`src/rtl/mem_bus_access.sv`:
```
// MEM-stage load/store unit: decodes memory aluops, runs one Wishbone-style bus cycle,
// aligns big-endian byte lanes, extends loads and flags misalignment or bus timeout.
//
// state | meaning
// IDLE  | no bus cycle; issue one when a legal memory op arrives
// BUSY  | cyc/stb asserted, waiting for ack or timeout
// DONE  | result (or bus error) presented to MEM/WB until it is accepted
module mem_bus_access #(
    parameter int unsigned TIMEOUT_CYCLES = 255
) (
    input  logic        clk,
    input  logic        rst,
    input  logic        flush,
    input  logic [5:0]  stall,
    input  logic [7:0]  aluop_i,
    input  logic [31:0] mem_addr_i,
    input  logic [31:0] reg2_i,
    input  logic [4:0]  wd_i,
    input  logic        wreg_i,
    input  logic [31:0] wdata_i,
    input  logic [31:0] excepttype_i,
    output logic [4:0]  wd_o,
    output logic        wreg_o,
    output logic [31:0] wdata_o,
    output logic        stallreq_o,
    output logic        addr_err_o,
    output logic        bus_err_o,
    output logic [31:0] badvaddr_o,
    output logic [31:0] bus_adr_o,
    output logic [31:0] bus_dat_o,
    output logic [3:0]  bus_sel_o,
    output logic        bus_we_o,
    output logic        bus_cyc_o,
    output logic        bus_stb_o,
    input  logic [31:0] bus_dat_i,
    input  logic        bus_ack_i
);
    localparam logic [7:0] OP_LB  = 8'b1110_0000;
    localparam logic [7:0] OP_LH  = 8'b1110_0001;
    localparam logic [7:0] OP_LW  = 8'b1110_0011;
    localparam logic [7:0] OP_LBU = 8'b1110_0100;
    localparam logic [7:0] OP_LHU = 8'b1110_0101;
    localparam logic [7:0] OP_SB  = 8'b1110_1000;
    localparam logic [7:0] OP_SH  = 8'b1110_1001;
    localparam logic [7:0] OP_SW  = 8'b1110_1011;

    localparam int CW = (TIMEOUT_CYCLES > 0) ? $clog2(TIMEOUT_CYCLES + 1) : 1;
    localparam logic [CW-1:0] TO_LIM = CW'(TIMEOUT_CYCLES);

    typedef enum logic [1:0] {IDLE, BUSY, DONE} state_t;
    state_t state, state_nxt;

    logic          is_load, is_store, is_byte, is_half, is_word, is_signed;
    logic          is_mem, misaligned, access;
    logic [3:0]    sel_nxt;
    logic [31:0]   dat_nxt;
    logic [31:0]   rd_buf;
    logic [31:0]   ld_ext;
    logic [7:0]    ld_byte;
    logic [15:0]   ld_half;
    logic          err_flag;
    logic [CW-1:0] cnt, cnt_inc;
    logic          timeout_hit;
    logic          stall_unused;

    assign stall_unused = ^{stall[5], stall[3:0]};

    always_comb begin
        is_load   = 1'b0;
        is_store  = 1'b0;
        is_byte   = 1'b0;
        is_half   = 1'b0;
        is_word   = 1'b0;
        is_signed = 1'b0;
        case (aluop_i)
            OP_LB:   begin is_load = 1'b1; is_byte = 1'b1; is_signed = 1'b1; end
            OP_LBU:  begin is_load = 1'b1; is_byte = 1'b1; end
            OP_LH:   begin is_load = 1'b1; is_half = 1'b1; is_signed = 1'b1; end
            OP_LHU:  begin is_load = 1'b1; is_half = 1'b1; end
            OP_LW:   begin is_load = 1'b1; is_word = 1'b1; end
            OP_SB:   begin is_store = 1'b1; is_byte = 1'b1; end
            OP_SH:   begin is_store = 1'b1; is_half = 1'b1; end
            OP_SW:   begin is_store = 1'b1; is_word = 1'b1; end
            default: ;
        endcase
    end

    assign is_mem     = is_load | is_store;
    assign misaligned = (is_half && mem_addr_i[0]) || (is_word && (mem_addr_i[1:0] != 2'b00));
    assign access     = is_mem && (excepttype_i == '0) && !misaligned;

    always_comb begin
        sel_nxt = 4'b1111;
        dat_nxt = reg2_i;
        if (is_byte) begin
            sel_nxt = 4'b1000 >> mem_addr_i[1:0];
            dat_nxt = {4{reg2_i[7:0]}};
        end else if (is_half) begin
            sel_nxt = mem_addr_i[1] ? 4'b0011 : 4'b1100;
            dat_nxt = {2{reg2_i[15:0]}};
        end
    end

    // Big-endian: byte offset 0 lives in bits 31:24.
    always_comb begin
        case (mem_addr_i[1:0])
            2'd0:    ld_byte = rd_buf[31:24];
            2'd1:    ld_byte = rd_buf[23:16];
            2'd2:    ld_byte = rd_buf[15:8];
            default: ld_byte = rd_buf[7:0];
        endcase
        ld_half = mem_addr_i[1] ? rd_buf[15:0] : rd_buf[31:16];
        if (is_byte)
            ld_ext = {{24{is_signed & ld_byte[7]}}, ld_byte};
        else if (is_half)
            ld_ext = {{16{is_signed & ld_half[15]}}, ld_half};
        else
            ld_ext = rd_buf;
    end

    assign cnt_inc     = cnt + CW'(1);
    assign timeout_hit = (TIMEOUT_CYCLES != 0) && (cnt_inc == TO_LIM);

    always_ff @(posedge clk) begin
        if (rst) begin
            state     <= IDLE;
            bus_adr_o <= '0;
            bus_dat_o <= '0;
            bus_sel_o <= '0;
            bus_we_o  <= 1'b0;
            bus_cyc_o <= 1'b0;
            bus_stb_o <= 1'b0;
            cnt       <= '0;
            rd_buf    <= '0;
            err_flag  <= 1'b0;
        end else begin
            state <= state_nxt;
            if (flush) begin
                bus_cyc_o <= 1'b0;
                bus_stb_o <= 1'b0;
                bus_we_o  <= 1'b0;
                err_flag  <= 1'b0;
            end else begin
                case (state)
                    IDLE: if (access) begin
                        bus_adr_o <= {mem_addr_i[31:2], 2'b00};
                        bus_dat_o <= dat_nxt;
                        bus_sel_o <= sel_nxt;
                        bus_we_o  <= is_store;
                        bus_cyc_o <= 1'b1;
                        bus_stb_o <= 1'b1;
                        cnt       <= '0;
                        err_flag  <= 1'b0;
                    end
                    BUSY: begin
                        cnt <= cnt_inc;
                        if (bus_ack_i) begin
                            rd_buf    <= bus_dat_i;
                            bus_cyc_o <= 1'b0;
                            bus_stb_o <= 1'b0;
                            bus_we_o  <= 1'b0;
                        end else if (timeout_hit) begin
                            bus_cyc_o <= 1'b0;
                            bus_stb_o <= 1'b0;
                            bus_we_o  <= 1'b0;
                            err_flag  <= 1'b1;
                        end
                    end
                    DONE: if (!stall[4]) err_flag <= 1'b0;
                    default: ;
                endcase
            end
        end
    end

    always_comb begin
        state_nxt = state;
        case (state)
            IDLE: if (access && !flush) state_nxt = BUSY;
            BUSY: begin
                if (flush)
                    state_nxt = IDLE;
                else if (bus_ack_i || timeout_hit)
                    state_nxt = DONE;
            end
            DONE: if (flush || !stall[4]) state_nxt = IDLE;
            default: state_nxt = IDLE;
        endcase
    end

    always_comb begin
        wd_o       = wd_i;
        wreg_o     = wreg_i;
        wdata_o    = wdata_i;
        stallreq_o = 1'b0;
        addr_err_o = 1'b0;
        bus_err_o  = 1'b0;
        badvaddr_o = '0;
        if (is_mem && (excepttype_i == '0) && misaligned) begin
            addr_err_o = 1'b1;
            badvaddr_o = mem_addr_i;
            wreg_o     = 1'b0;
        end
        case (state)
            IDLE: if (access) begin
                stallreq_o = 1'b1;
                wreg_o     = 1'b0;
            end
            BUSY: begin
                stallreq_o = 1'b1;
                wreg_o     = 1'b0;
            end
            DONE: begin
                if (is_load) begin
                    wdata_o = ld_ext;
                    wreg_o  = wreg_i;
                end else begin
                    wreg_o = 1'b0;
                end
                if (err_flag) begin
                    bus_err_o  = 1'b1;
                    badvaddr_o = mem_addr_i;
                    wreg_o     = 1'b0;
                end
            end
            default: ;
        endcase
        if (flush) begin
            wreg_o     = 1'b0;
            stallreq_o = 1'b0;
        end
        if (rst) begin
            wd_o       = '0;
            wreg_o     = 1'b0;
            wdata_o    = '0;
            stallreq_o = 1'b0;
            addr_err_o = 1'b0;
            bus_err_o  = 1'b0;
            badvaddr_o = '0;
        end
    end
endmodule
```
`config.mk`:
```
export PLATFORM = sky130hd
export DESIGN_NAME = mem_bus_access
export DESIGN_NICKNAME = d
export VERILOG_FILES = /design/src/rtl/mem_bus_access.sv
export SDC_FILE = /design/constraint.sdc
export NUM_CORES = 1
export LEC_CHECK = 0
export BUFFER_PORTS_ARGS = -buffer_cell sky130_fd_sc_hd__buf_2
export CAP_MARGIN = 0
export CORE_AREA = 2 2 107 212
export CTS_CLUSTER_DIAMETER = 100
export DETAILED_ROUTE_END_ITERATION = 10
export DIE_AREA = 0 0 109 214
export GPL_ROUTABILITY_DRIVEN = 0
export GPL_TIMING_DRIVEN = 0
export RECOVER_POWER = 50
export SYNTH_ARGS = -nofsm -noshare
export SYNTH_HDL_FRONTEND = slang
export SYNTH_SLANG_ARGS = --single-unit
```
`constraint.sdc`:
```
create_clock -name clk -period 2.2 [get_ports clk]
set_clock_uncertainty 0.2 [all_clocks]
set_input_delay 0.11 -clock clk [delete_from_list [all_inputs] [get_ports clk]]
set_output_delay 0.11 -clock clk [all_outputs]
set_load 0.03 [all_outputs]
```
==> impl_results.md, run 1 <==
* Status: finished, violations left
* Violations in the final reports: setup timing
* CP endpoint kind: output port
* Largest net degree at the start of global routing at 20
* Leakage at about 4.4 nW
* Port bufs at 316
* Initial DRT Pass Iterations at 7
* Row cnt at 76
* Most common cell in the synthesized netlist: dfxtp_1
* Die extent in x at between 100 and 150 um
* Worst EP required at roughly 1.9 ns
* Crit Path Class: register to output port
* Dpl cell area at roughly 8400 sq um
* FILL cells at slightly below 2000
* Pre-CTS WS at -1.17 ns
* Vias after detailed routing at approximately 8600
* Final HPWL DP at ~24 mm
* Mapped Cells at 809
* Sequential share of the synthesized area at 34.9%
* IO Pins at about 330
* Clock tree sinks at 111
* Core area at between 20000 and 25000 sq um
* R2r setup slk at -0.12 ns
* Pwr Total at 4.79 mW
* Grt ovf at 0
* Synth top area cells: dfxtp_1 35%, a21oi_1 6.6%, nand2_1 6.3%
* Synth Flop Type: dfxtp_1
* Startpoint Class: register
* Rel. slew slack at 26.1%
* Fin crit share at 111%
* CTS tree: done
* DR WL/cell at about 22 um
* Measured slew at the worst slew-check pin at approximately 1.1 ns
* Clk Latency, worst-skew pair at ~0.37 ns
* Die area at between 20000 and 25000 sq um
* Cell type with the largest total area after synthesis: dfxtp_1
* Starting DRT DRC Count at 446
* Final Hold Violating Endpoints at 0
* Fin. max-slew vios at 0
* Clock buffer depth at 2
* Fmax at 411 MHz
* Routed WL at 33.6 mm
* Footprint of the multi-input gates at ~4800 sq um
* Storage cell area at between 2000 and 2500 sq um
* Num CTS Buffers at 9
* Setup-failing EPs final at 78
* Synth Area per Inst at about 8 sq um
* Worst setup margin at -0.234 ns
* Initial Util at between 20% and 30%
* Max Fanout on Critical Path at 8
* Post-route cell area at 11700 sq um
* Post-synth EDFFs at 0
* Worst path arrival time at roughly 2.1 ns
* First-pass GRT wire length at ~47 mm
* Total Routing Usage GR at about a quarter
* Nets at 1459
* Top-area cell type share of the netlist area at 34.9%
* Initial antenna violation count at 2
* Top cells by count, synth: 111 x dfxtp_1, 106 x nand2_1, 84 x a21oi_1
* Hold Crit Class: input pin to register
* Area growth, synth to finish at 84.3%
* Antenna viol nets, final at 0
* Post-synth ARST share at 0%
* RSZ-0062 raised after global routing: yes
* Layout cells sized above 1 at a little over two fifths
* Syn. warnings at 0
* Clock root buffer: clkbuf_16
* DR DRC count at 0
* CTS clk-pin slew, worst paths at 0.08 ns
* Peak supply drop at about 0.39 mV
* Max-cap violation count at 0
* Area of the mapped netlist at roughly 6400 sq um
* Die Span Y at roughly 210 um
* Post-route minimum period at about 2.4 ns
* #FFs+latches synth at around 110
* CTS H-tree depth at 3
* Vias in the first global route at 8480
* Via density at between 5 and 6
* PwrDens at 408 nW/um^2
* Netlist cell types at between 60 and 70
-- flip-flops by register name (all words and copies together), names as in the netlist, 2 cells and up --
register   cells
state          2
cnt            8
bus_dat_o     32
rd_buf        32
bus_sel_o      4
bus_adr_o     30
-- placed cells by master, fill, tap and decap left out, types with 9 or more instances in the layout --
cell type      Yosys  layout
nor3b_2            0      27
buf_8              0      12
nor2_1            40      38
nor2b_1           15      14
dfxtp_2            0      10
clkbuf_2           0      17
dlygate4sd3_1      0      93
buf_6              0      47
a21oi_2            0       9
nand2_1          106     104
buf_4              4      59
mux2i_1           24      24
a21oi_1           84      74
buf_2             11     192
a31oi_1           22      13
clkbuf_16          0      21
clkbuf_1          73     104
nand4_1           41      41
o31ai_1           39      11
a31oi_4            0       9
o21ai_4            0      14
o31ai_2            0      25
o21ai_0           46      26
dfxtp_1          111      94
-- metrics by stage --
step,hold WS (ns),TNS (ns),utilization [%],std cells
floorplan,0.0460,-8.09,-,810
global placement,0.153,-126.59,39.0,1399
detailed placement,0.158,-129.24,39.0,1399
CTS,0.000377,-5.51,48.8,1525
global route,0.0378,-14.53,54.3,1552
finish,0.0204,-7.64,54.3,1552
-- worst paths after layout --
check,start,endpoint,cells after the start
max,rd_buf[23],wdata_o[10],7
min reg2reg,bus_adr_o[7],bus_adr_o[7],2
max reg2reg,state[1],bus_adr_o[23],11
min,reg2_i[31],bus_dat_o[31],3
-- metal layers --
layer | track usage [%] | share of wire [%]
met5 | 0 | 0
met4 | 14.0 | 5.4
met1 | 26.7 | 34
met2 | 49.9 | 55
met3 | 4.26 | 5.7
-- critical path, cell delays in order, from the launching register on --
cell and delay [ns]:
dfxtp_4 0.37, mux4_2 0.50, a311oi_4 0.27, nor2_4 0.08
buf_8 0.16, a22oi_2 0.13, nor2_1 0.06, buf_4 0.18
-- final cells by class --
| cell class | instances | share of cell area (%) |
|---|---|---|
| inverters | 8 | 0.256 |
| repair buffers | 456 | 28.3 |
| plain buffers | 89 | 5.14 |
| diodes | 1 | 0.0213 |
| clock buffers | 10 | 2.04 |
| clock inverters | 6 | 0.864 |
| well taps | 273 | 2.91 |
| multi-input cells | 598 | 41.2 |
| flip-flops and latches | 111 | 19.3 |
-- kinds of logic after synthesis --
kind of cell / synth area share (%)
multiplexers: 7.13
buffers and inverters: 6.41
adder cells (fa/ha/maj): 0.393
flip-flops: 34.9
XOR/XNOR: 0.413
other: 0.0589
AO/OA/AOI/OAI: 28.1
AND/OR/NAND/NOR: 22.6
-- power by group --
group / switching (mW) / total [mW] / leakage (nW) / internal, mW
sequential: 0.0000778 / 2.00 / 0.904 / 2.00
clock: 0.872 / 1.92 / 0.162 / 1.05
combinational: 0.477 / 0.871 / 3.32 / 0.394
total: 1.35 / 4.79 / 4.39 / 3.44
-- what timing repair did --
item	4_1_cts	5_1_grt
gates cloned	1	11
pin swaps	24	100
endpoints found under the hold margin	97	0
hold buffers	93	0
setup endpoints to repair	177	162
setup buffers	18	17
gates resized for setup	192	229
Note: power is estimated with default switching activity, not from simulation.
==> run 2: changes to the inputs <==
- BUFFER_PORTS_ARGS: -buffer_cell sky130_fd_sc_hd__buf_2 -> -buffer_cell sky130_fd_sc_hd__buf_4
==> impl_results.md, run 2 (synthesis gave the netlist of run 1 again) <==
* Status: finished, violations left
* Violations in the final reports: setup timing
* Leading cell type in the layout, fill and taps excluded: buf_4
* Port bufs at 316 (unchanged)
* DR DRC count at 0 (unchanged)
* Num CTS Buffers at 9 (unchanged)
* IO Pins at 328 (unchanged)
* Worst Reg-to-Reg Cells at 8 (-3)
* Comb pwr share at 20.7% (+2.5 points)
* Worst setup margin at -0.245 ns (-0.0106 ns)
* Die Span Y at 214 um (unchanged)
* CP endpoint kind: output port
* Most frequent cells in the layout: 242 x buf_4, 109 x clkbuf_1, 104 x nand2_1
* R2r setup slk at -0.08 ns (+0.04 ns)
* Sw frac at 27.9% (-0.30 points)
* Largest net degree at the start of global routing at 20 (unchanged)
* Post-route minimum period at 2.44 ns (+0.0106 ns)
* Crit Path Class: register to output port
* Initial DRT Pass Iterations at 6 (-1)
* Rel. slew slack at 43.4% (+17 points)
* Cells on Worst Hold Path at 4 (+1)
* Fin crit share at 111% (+0.48 points)
* Peak supply drop at 0.528 mV (+36%)
* Die extent in x at 109 um (unchanged)
* Starting DRT DRC Count at 403 (-9.6%)
* Placed Cells at 1399 (unchanged)
* Antenna viol nets, final at 0 (unchanged)
* Clock buffer depth at 2 (unchanged)
* CTS tree: done
* Leakage at 4.33 nW (-1.4%)
* Startpoint Class: register
* Sequential Power Share at 43.7% (+2.0 points)
* P_int at 3.30 mW (-4.1%)
* Vias after detailed routing at 8496 (-0.99%)
* Final core occ at 53.5% (-0.81 points)
* Clock root buffer: clkbuf_16
* Clock power share at 35.6% (-4.5 points)
* Row cnt at 76 (unchanged)
* Vias in the first global route at 8361 (-1.4%)
* RSZ-0062 raised after global routing: yes
* CTS clk-pin slew, worst paths at 0.08 ns (about the same)
* Biggest registers after layout: bus_dat_o x32, rd_buf x32, bus_adr_o x30
* Layout cells sized above 1 at 38.7% (-3.9 points)
* DR WL/cell at 21.6 um (-0.13%)
* Initial Util at 29.5% (unchanged)
* FILL cells at 2023 (+3.9%)
* Initial antenna violation count at 2 (unchanged)
* Switching Power at 1.27 mW (-5.5%)
* Measured slew at the worst slew-check pin at 0.849 ns (-0.260 ns)
* Routed WL at 33.2 mm (-1.1%)
* Post-route cell area at 11600 sq um (-1.5%)
* Pre-CTS WS at -1.20 ns (-0.0292 ns)
* Worst EP required at 1.89 ns (about the same)
* Max Fanout on Critical Path at 6 (-2)
* CTS H-tree depth at 3 (unchanged)
* Via density at 5.53 (about the same)
* Max-cap violation count at 0 (unchanged)
* Setup-failing EPs final at 124 (+59%)
* Post-route insts no fill at 1537 (-0.97%)
* Die area at 23300 sq um (unchanged)
* Fin. max-slew vios at 0 (unchanged)
* Area growth, synth to finish at 81.5%
* Grt ovf at 0 (unchanged)
* Final HPWL DP at 24.3 mm (+2.3%)
* First-pass GRT wire length at 47.4 mm (+0.59%)
* Dpl cell area at 9210 sq um (+9.4%)
* Final Hold Violating Endpoints at 0 (unchanged)
* Nets at 1445 (-0.96%)
* Clock tree sinks at 111 (unchanged)
* Fmax at 409 MHz (-0.43%)
* Core area at 21600 sq um (unchanged)
* Worst path arrival time at 2.13 ns (about the same)
* PwrDens at 396 nW/um^2 (-3.0%)
* Clk Latency, worst-skew pair at 0.36 ns (about the same)
* Hold Crit Class: input pin to register
* Total Routing Usage GR at 26.6% (+0.15 points)
[run 2: worst paths after layout]
path,endpoint,start
setup reg to reg,rd_buf[24],state[1]
setup / recovery,wdata_o[29],rd_buf[15]
hold / removal,bus_dat_o[30],reg2_i[30]
hold reg to reg,bus_adr_o[7],bus_adr_o[7]
[run 2: stage by stage]
stage,power (mW),TNS (ns),hold slack (ns)
2_1_floorplan,2.36,-8.09,0.0460
3_3_place_gp,2.77,-125.67,0.160
3_5_place_dp,2.78,-127.53,0.168
4_1_cts,4.54,-4.78,0.00366
5_1_grt,4.69,-17.49,0.00945
6_report,4.58,-9.68,0.00498
[run 2: per-layer routing]
layer	vias up	share of wire (%)	track usage (%)
li1	3932	-	-
met1	4016	34	26.6
met2	443	55	51.1
met3	105	6.3	3.80
met4	0	5.4	13.4
met5	-	0	0
[run 2: power by group through the flow]
stage	registers (mW)	logic (mW)	clock network [mW]
global placement	2.05	0.719	0
floorplan	2.05	0.308	0
detailed placement	2.05	0.722	0
CTS	2.00	0.905	1.63
finish	2.00	0.945	1.63
global route	2.00	0.991	1.70
[run 2: final cells by class]
cell class,count,area [sq um],share of cell area (%)
multi-input cells,598,4590,39.7
flip-flops and latches,111,2250,19.5
clock buffers,12,256,2.22
plain buffers,90,579,5.01
inverters,8,30.0,0.260
clock inverters,2,17.5,0.152
diodes,2,5.00,0.0433
repair buffers,441,3480,30.2
well taps,273,342,2.96
[run 2: timing repair]
item | 4_1_cts | 5_1_grt
gates cloned | 2 | 4
setup endpoints to repair | 177 | 156
hold buffers | 91 | 0
setup buffers | 18 | 11
gates resized for setup | 153 | 148
hold endpoints to repair | 95 | 0
pin swaps | 24 | 24
[run 2: critical path, cell delays in order, from the launching register on]
cell and delay (ns):
dfxtp_2 0.34, mux4_2 0.48, a311oi_2 0.30, nor2_4 0.08, nand2_4 0.17, clkbuf_16 0.20, o21ai_4 0.06, buf_6 0.14
